**config.mk**
```make
export PLATFORM = sky130hd
export DESIGN_NAME = xor8_descrambler
export DESIGN_NICKNAME = d
export VERILOG_FILES = /design/src/rtl/xor_scr_pkg.sv /design/src/rtl/lfsr_galois8.sv /design/src/rtl/xor8_descrambler.sv
export SDC_FILE = /design/constraint.sdc
export NUM_CORES = 1
export LEC_CHECK = 0
export ABC_CLOCK_PERIOD_IN_PS = 2150
export BUFFER_PORTS_ARGS = -buffer_cell sky130_fd_sc_hd__buf_2
export CORE_ASPECT_RATIO = 0.6
export CORE_MARGIN = 5
export CORE_UTILIZATION = 45
export DETAILED_ROUTE_END_ITERATION = 12
export PLACE_DENSITY = 0.76
export SETUP_SLACK_MARGIN = 0.1
export SLEW_MARGIN = 20
export SYNTH_ARGS = -nofsm -noshare
export SYNTH_HDL_FRONTEND = slang
export SYNTH_SLANG_ARGS = --single-unit
```
**constraint.sdc**
```tcl
create_clock -name clk -period 2.15 [get_ports clk]
set_clock_uncertainty 0.15 [all_clocks]
set_input_delay 0.43 -clock clk [delete_from_list [all_inputs] [get_ports clk]]
set_output_delay 0.43 -clock clk [all_outputs]
set_load 0.05 [all_outputs]
```
**src/rtl/xor_scr_pkg.sv**
```systemverilog
// Shared types and keystream helper for the xor8 descrambler.
// Galois LFSR step used by the receive-side keystream.
package xor_scr_pkg;

  typedef enum logic {
    IDLE = 1'b0,
    RUN  = 1'b1
  } state_t;

  localparam logic [7:0] POLY_DEF = 8'hB8;
  localparam logic [7:0] SEED_DEF = 8'hFF;

  function automatic logic [7:0] lfsr_step(
    input logic [7:0] x,
    input logic [7:0] poly
  );
    lfsr_step = (x >> 1) ^ (x[0] ? poly : 8'h00);
  endfunction

endpackage

```
**src/rtl/lfsr_galois8.sv**
```systemverilog
// Combinational next state of the 8-bit Galois keystream.
// Right-shift form, feedback mask POLY.
module lfsr_galois8
  import xor_scr_pkg::*;
#(
  parameter logic [7:0] POLY = POLY_DEF
) (
  input  logic [7:0] cur,
  output logic [7:0] nxt
);

  assign nxt = lfsr_step(cur, POLY);

endmodule

```
**src/rtl/xor8_descrambler.sv**
```systemverilog
// Receive-side descrambler: XORs accepted bytes with an LFSR
// keystream, one output register stage, valid/ready both sides.
module xor8_descrambler
  import xor_scr_pkg::*;
#(
  parameter logic [7:0] POLY  = POLY_DEF,
  parameter logic [7:0] SEED  = SEED_DEF,
  parameter int         CNT_W = 16
) (
  input  logic             clk,
  input  logic             rst_n,
  input  logic             start,
  input  logic [7:0]       seed,
  input  logic [7:0]       in_data,
  input  logic             in_valid,
  input  logic             in_last,
  output logic             in_ready,
  output logic [7:0]       out_data,
  output logic             out_valid,
  output logic             out_last,
  input  logic             out_ready,
  output logic             busy,
  output logic [CNT_W-1:0] byte_cnt
);

  state_t     state_q;
  state_t     state_d;
  logic [7:0] lfsr_q;
  logic [7:0] lfsr_nxt;
  logic       accept;

  lfsr_galois8 #(
    .POLY(POLY)
  ) u_lfsr (
    .cur(lfsr_q),
    .nxt(lfsr_nxt)
  );

  assign busy     = (state_q == RUN);
  assign in_ready = busy && !start && (!out_valid || out_ready);
  assign accept   = in_valid && in_ready;

  always_comb begin
    state_d = state_q;
    unique case (1'b1)
      start:              state_d = RUN;
      accept && in_last:  state_d = IDLE;
      default:            state_d = state_q;
    endcase
  end

  always_ff @(posedge clk or negedge rst_n) begin
    if (!rst_n) begin
      state_q <= IDLE;
    end else begin
      state_q <= state_d;
    end
  end

  // Keystream only moves on accepted bytes; a zero seed would lock up.
  always_ff @(posedge clk or negedge rst_n) begin
    if (!rst_n) begin
      lfsr_q   <= SEED;
      byte_cnt <= '0;
    end else if (start) begin
      lfsr_q   <= (seed == 8'h00) ? SEED : seed;
      byte_cnt <= '0;
    end else if (accept) begin
      lfsr_q <= lfsr_nxt;
      if (byte_cnt != '1) begin
        byte_cnt <= byte_cnt + 1'b1;
      end
    end
  end

  always_ff @(posedge clk or negedge rst_n) begin
    if (!rst_n) begin
      out_data  <= 8'h00;
      out_valid <= 1'b0;
      out_last  <= 1'b0;
    end else if (accept) begin
      out_data  <= in_data ^ lfsr_q;
      out_last  <= in_last;
      out_valid <= 1'b1;
    end else if (out_valid && out_ready) begin
      out_valid <= 1'b0;
      out_last  <= 1'b0;
    end
  end

endmodule
```
# Yosys cells after proc, flatten, opt, wreduce, memory -nomap -nowiden
# Index checks and enable logic that the tools add are counted.
[word_totals]
out_inout_bits = 28
regBits = 35
word_cells = 35
input_bits = 22
[op_classes]
n_reduce_logical = 14
eq_ne = 1
n_mux = 11
bitwise = 2
add_sub_neg = 1
[ops]
columns = ["cell", "n"]
rows = [
  ["16-bit 2-to-1 mux", 3],
  ["8-bit 2-to-1 mux", 4],
  ["16-bit by 1-bit adder with 16-bit output, second input constant", 1],
  ["16-bit != test, second input constant", 1],
  ["8-bit zero test", 1],
  ["2-bit nonzero test", 4],
  ["7-bit by 8-bit bitwise XOR with 8-bit output", 1],
  ["8-bit bitwise XOR", 1],
  ["1-bit logical AND", 5],
  ["1-bit 2-to-1 mux", 3],
  ["1-bit zero test", 2],
  ["1-bit case mux with 2 select lines", 1],
  ["2-bit AND reduction", 1],
  ["1-bit logical OR", 1],
]

# Logic depth before layout (Yosys ltp)
[depth]
depth_word = 6
mapped_depth = 6

# Modules after synthesis
# From an unflattened synthesis, not the netlist that was laid out.
[hier_totals]
cells_unflattened = 191
hier_area_um2 = 1890.6
[modules_own_cells]
columns = ["mod", "area_each_um2", "cells_per_inst", "n_inst", "seq_area_each_um2"]
rows = [
  ["xor8_descrambler", 1826.8, 183, 1, 885.8],
  ["lfsr_galois8", 63.8, 8, 1, 0.0],
]

# Least setup slack after synthesis
# Ideal clock, no wire load.
[synth_path]
path_kind = "flip-flop to output port"
startpoint = "register out_valid"
endpoint = "output in_ready"
slack_ns = 0.020
path_stages_with_launch = 4
arrival_time_ns = 1.550
n_path_buf = 0
required_time_ns = 1.570
path_cell_list = "dfrtp_1 -> nand2b_1 -> nand2_1 -> nor2_1"
[synth_between]
elab_chain_cells = 3
[synth_rtl]
columns = ["item", "line", "source"]
rows = [
  ["from (decl)", "xor8_descrambler.sv:19", "output logic out_valid,"],
  ["from (signal assigned)", "xor8_descrambler.sv:79", "out_valid <= 1'b0;"],
  ["from (signal assigned)", "xor8_descrambler.sv:84", "out_valid <= 1'b1;"],
  ["from (signal assigned)", "xor8_descrambler.sv:86", "out_valid <= 1'b0;"],
  ["1-bit zero test", "xor8_descrambler.sv:40", "assign in_ready = busy && !start && (!out_valid || out_ready);"],
  ["1-bit logical OR", "xor8_descrambler.sv:40", ""],
  ["1-bit logical AND", "xor8_descrambler.sv:40", ""],
  ["to (decl)", "xor8_descrambler.sv:17", "output logic in_ready,"],
]
# Every way passes these cells.

# Worst setup path in the final report
[layout_path]
startpoint = "register byte_cnt[0]"
endpoint = "register byte_cnt[0]"
[layout_between]
elab_chain_cells = 4
[layout_rtl]
columns = ["item", "line", "source"]
rows = [
  ["from (decl)", "xor8_descrambler.sv:23", "output logic [CNT_W-1:0] byte_cnt"],
  ["from (signal assigned)", "xor8_descrambler.sv:71", "byte_cnt <= byte_cnt + 1'b1;"],
  ["16-bit by 1-bit adder with 16-bit output", "xor8_descrambler.sv:71", ""],
  ["16-bit 2-to-1 mux", "xor8_descrambler.sv:70", "if (byte_cnt != '1) begin"],
  ["16-bit 2-to-1 mux", "xor8_descrambler.sv:68", "end else if (accept) begin"],
  ["16-bit 2-to-1 mux", "xor8_descrambler.sv:65", "end else if (start) begin"],
]
# Parallel ways exist; a longest one is shown, timed or not. The select of a mux whose other input is x is not followed.
# A chain may end at the register's enable or synchronous reset.

==> results.tsv <==
stage	metric	value	unit
sta	min_period_over_period	0.9050	
floorplan	dieArea	5395	um2
global_route	grt_pass1_wl	7527	um
power_and_ir_drop	leakage	1.087	nW
clock_network	cts_buffer_depth	2	
worst_hold_path	hold_class	in -> async	
placed_design	pre_cts_slack	0.03669	ns
clock_network	cts-root-buf	clkbuf_8	
global_route	grt_max_degree	36	
worst_setup_path	required	2.18	ns
cells_and_area	area_growth_syn_to_layout	24.81	%
clock_network	post_cts_buffers	0	
cells_and_area	register_area	888.4	um2
synth	synth_edf_count	0	
worst_setup_path	end_kind	flop	
floorplan	fp.dieW	91.55	um
clock_network	postCtsHoldBufs	0	
cells_and_area	n_antenna_cell	0	
clock_network	clkTransAtPathRegs	0.07	ns
global_route	grt_use_total	0.1800	
cells_and_area	multi_input_area	875.8	um2
floorplan	start_util	0.4769	
flow_run	maxCapViolCount	0	
placed_design	hpwl	3323	um
synth	ys_ff_latch	35	
placed_design	io_buffers	49	
clock_network	cts.sinks	35	
worst_setup_path	worst_r2r_path_depth	6	
sta	max_slew_margin	0.4868	
floorplan	fp.coreArea	3765	um2
synth	ys.flop_type	dfrtp_1	
sta	fin_crit	1.946	ns
drt	drc	0	
synth	avgSynthCellArea	10.09	um2
clock_network	tritoncts	done	
sta	setup_viol	0	
drt	drt-pass1-iter-count	4	
floorplan	rows	17	
worst_setup_path	worstPathMaxFanout	7	
drt	vias	1568	
sta	maxSlewViolCount	0	
sta	timing.setup.tns	0	ns
outcome	status	finished, final reports clean	
drt	ant_nets	0	
global_route	overflow	0	
worst_setup_path	crit_arrival	1.98	ns
cells_and_area	final_common_cell	buf_2	
synth	synth_nets	201	
worst_setup_path	crit_start	byte_cnt[0]	
worst_setup_path	start_kind	flop	
sta	holdWs	0.06247	ns
worst_setup_path	r2r-start	byte_cnt[0]	
drt	drt_first_iter_violations	102	
worst_setup_path	r2r_end	byte_cnt[0]	
cells_and_area	fin_util	0.5952	
synth	yosysWarnings	0	
cells_and_area	fillers	347	
clock_network	cts_resized	0	
sta	rsz0062_at_grt	true	
sta	layout_setup_ws	0.2042	ns
sta	clock.fmax	0.5139	GHz
clock_network	htreeDepth	2	
drt	wl_per_cell	15.87	um
synth	seq_area_frac_synth	0.4934	
cells_and_area	layout_common_cells	buf_2, dfrtp_1, nand2_1	
cells_and_area	nNetsFinal	258	
drt	viasPerCell	5.541	
worst_setup_path	critPathCapture	byte_cnt[0]	
placed_design	gp_congestion	0.8341	
cells_and_area	final_layout_size_suffix_gt1_frac	0.3814	
floorplan	die_y	58.93	um
sta	tightest_slew	0.7698	ns
synth	ys_types	39	
floorplan	ios	50	
clock_network	cts_inserted_buffers	5	
worst_setup_path	path_class	reg -> reg	
drt	wl	4491	um
worst_setup_path	ff2ff_setup_slack	0.20	ns
global_route	grt_pass1_vias	1523	
sta	hold_viol	0	
synth	syn_area	1795	um2
synth	async_reset_ff_frac	1.000	
global_route	antenna_found_initial	0	
synth	syn_inst	178	
clock_network	worstSkewPairLatency	0.29	ns
power_and_ir_drop	peakVddDrop	0.3813	mV
power_and_ir_drop	powerDensity	762.9	nW/um2
==> layout make-up <==
| type | count | share of cell area |
|---|---|---|
| sequential | 35 | 0.3964 |
| multi-input combinational | 133 | 0.3908 |
| inverter | 1 | 0.001675 |
| clock buffer | 7 | 0.03406 |
| tap | 47 | 0.02624 |
| clock inverter | 1 | 0.002233 |
| timing repair buffer | 59 | 0.1485 |
==> cells by family after synthesis <==
family / synth area share
AND/OR/NAND/NOR: 0.1979
XOR/XNOR: 0.08293
flip-flops: 0.4934
buffers and inverters: 0.02230
AO/OA/AOI/OAI: 0.1596
adder cells (fa/ha/maj): 0.006968
multiplexers: 0.03693
==> power breakdown <==
group          internal, mW  switching (mW)  leakage [nW]  total [mW]
Clock                 0.227           0.232        0.0422       0.459
Combinational         0.145           0.316         0.606       0.460
Sequential            0.739          0.0511         0.439       0.790
Total                  1.11           0.599          1.09        1.71
==> registers in the layout, summed over array words and instances (netlist names) <==
name,flops
byte_cnt,16
out_valid,1
lfsr_q,8
out_last,1
busy,1
out_data,8
==> how the worst min path moves through the flow <==
stage                        endpoint  slack [ns]  depth (start not counted)
after floorplan                  busy       -0.02                          0
after CTS                 byte_cnt[4]        0.08                          1
after detailed placement  out_data[0]        0.32                          2
final                     byte_cnt[4]        0.06                          1
after global placement    out_data[3]        0.30                          2
after global routing      out_data[6]        0.13                          1
==> layer usage <==
metal	global-route usage	wire, um	share of wire	vias up
met3	0.05236	345	0.077	7
met4	0.06438	61	0.014	0
li1	-	-	-	754
met2	0.2368	1795	0.40	56
met5	0	0	0	-
met1	0.2745	2288	0.51	751
==> through the flow <==
stage	total power [mW]	std cells	cell area (um2)
after global placement	1.255	275	2156
after floorplan	1.117	178	1800
after CTS	1.729	283	2237
final	1.710	283	2241
after global routing	1.794	283	2241
after detailed placement	1.265	275	2156
==> synth_stat cells, types with 3 or more instances <==
master / count / area share
dfrtp_1: 27 / 0.38
nor4_1: 3 / 0.010
clkbuf_1: 5 / 0.010
nor2_1: 5 / 0.010
xnor2_1: 14 / 0.068
nand4_1: 3 / 0.010
nand3_1: 7 / 0.020
mux2_2: 5 / 0.031
o21ai_0: 21 / 0.059
nand2_1: 23 / 0.048
nand2b_1: 3 / 0.010
and3_1: 9 / 0.031
a21oi_1: 4 / 0.011
o22a_2: 5 / 0.028
xor2_1: 3 / 0.015
dfstp_2: 8 / 0.12
==> critical path, stage by stage (launching register included) <==
cell	delay [ns]
dfrtp_2	0.43
ha_1	0.24
and3_1	0.23
and3_2	0.25
nand2_2	0.15
o21ai_0	0.13
a22o_1	0.25
Power figures use the tool's default switching activity.
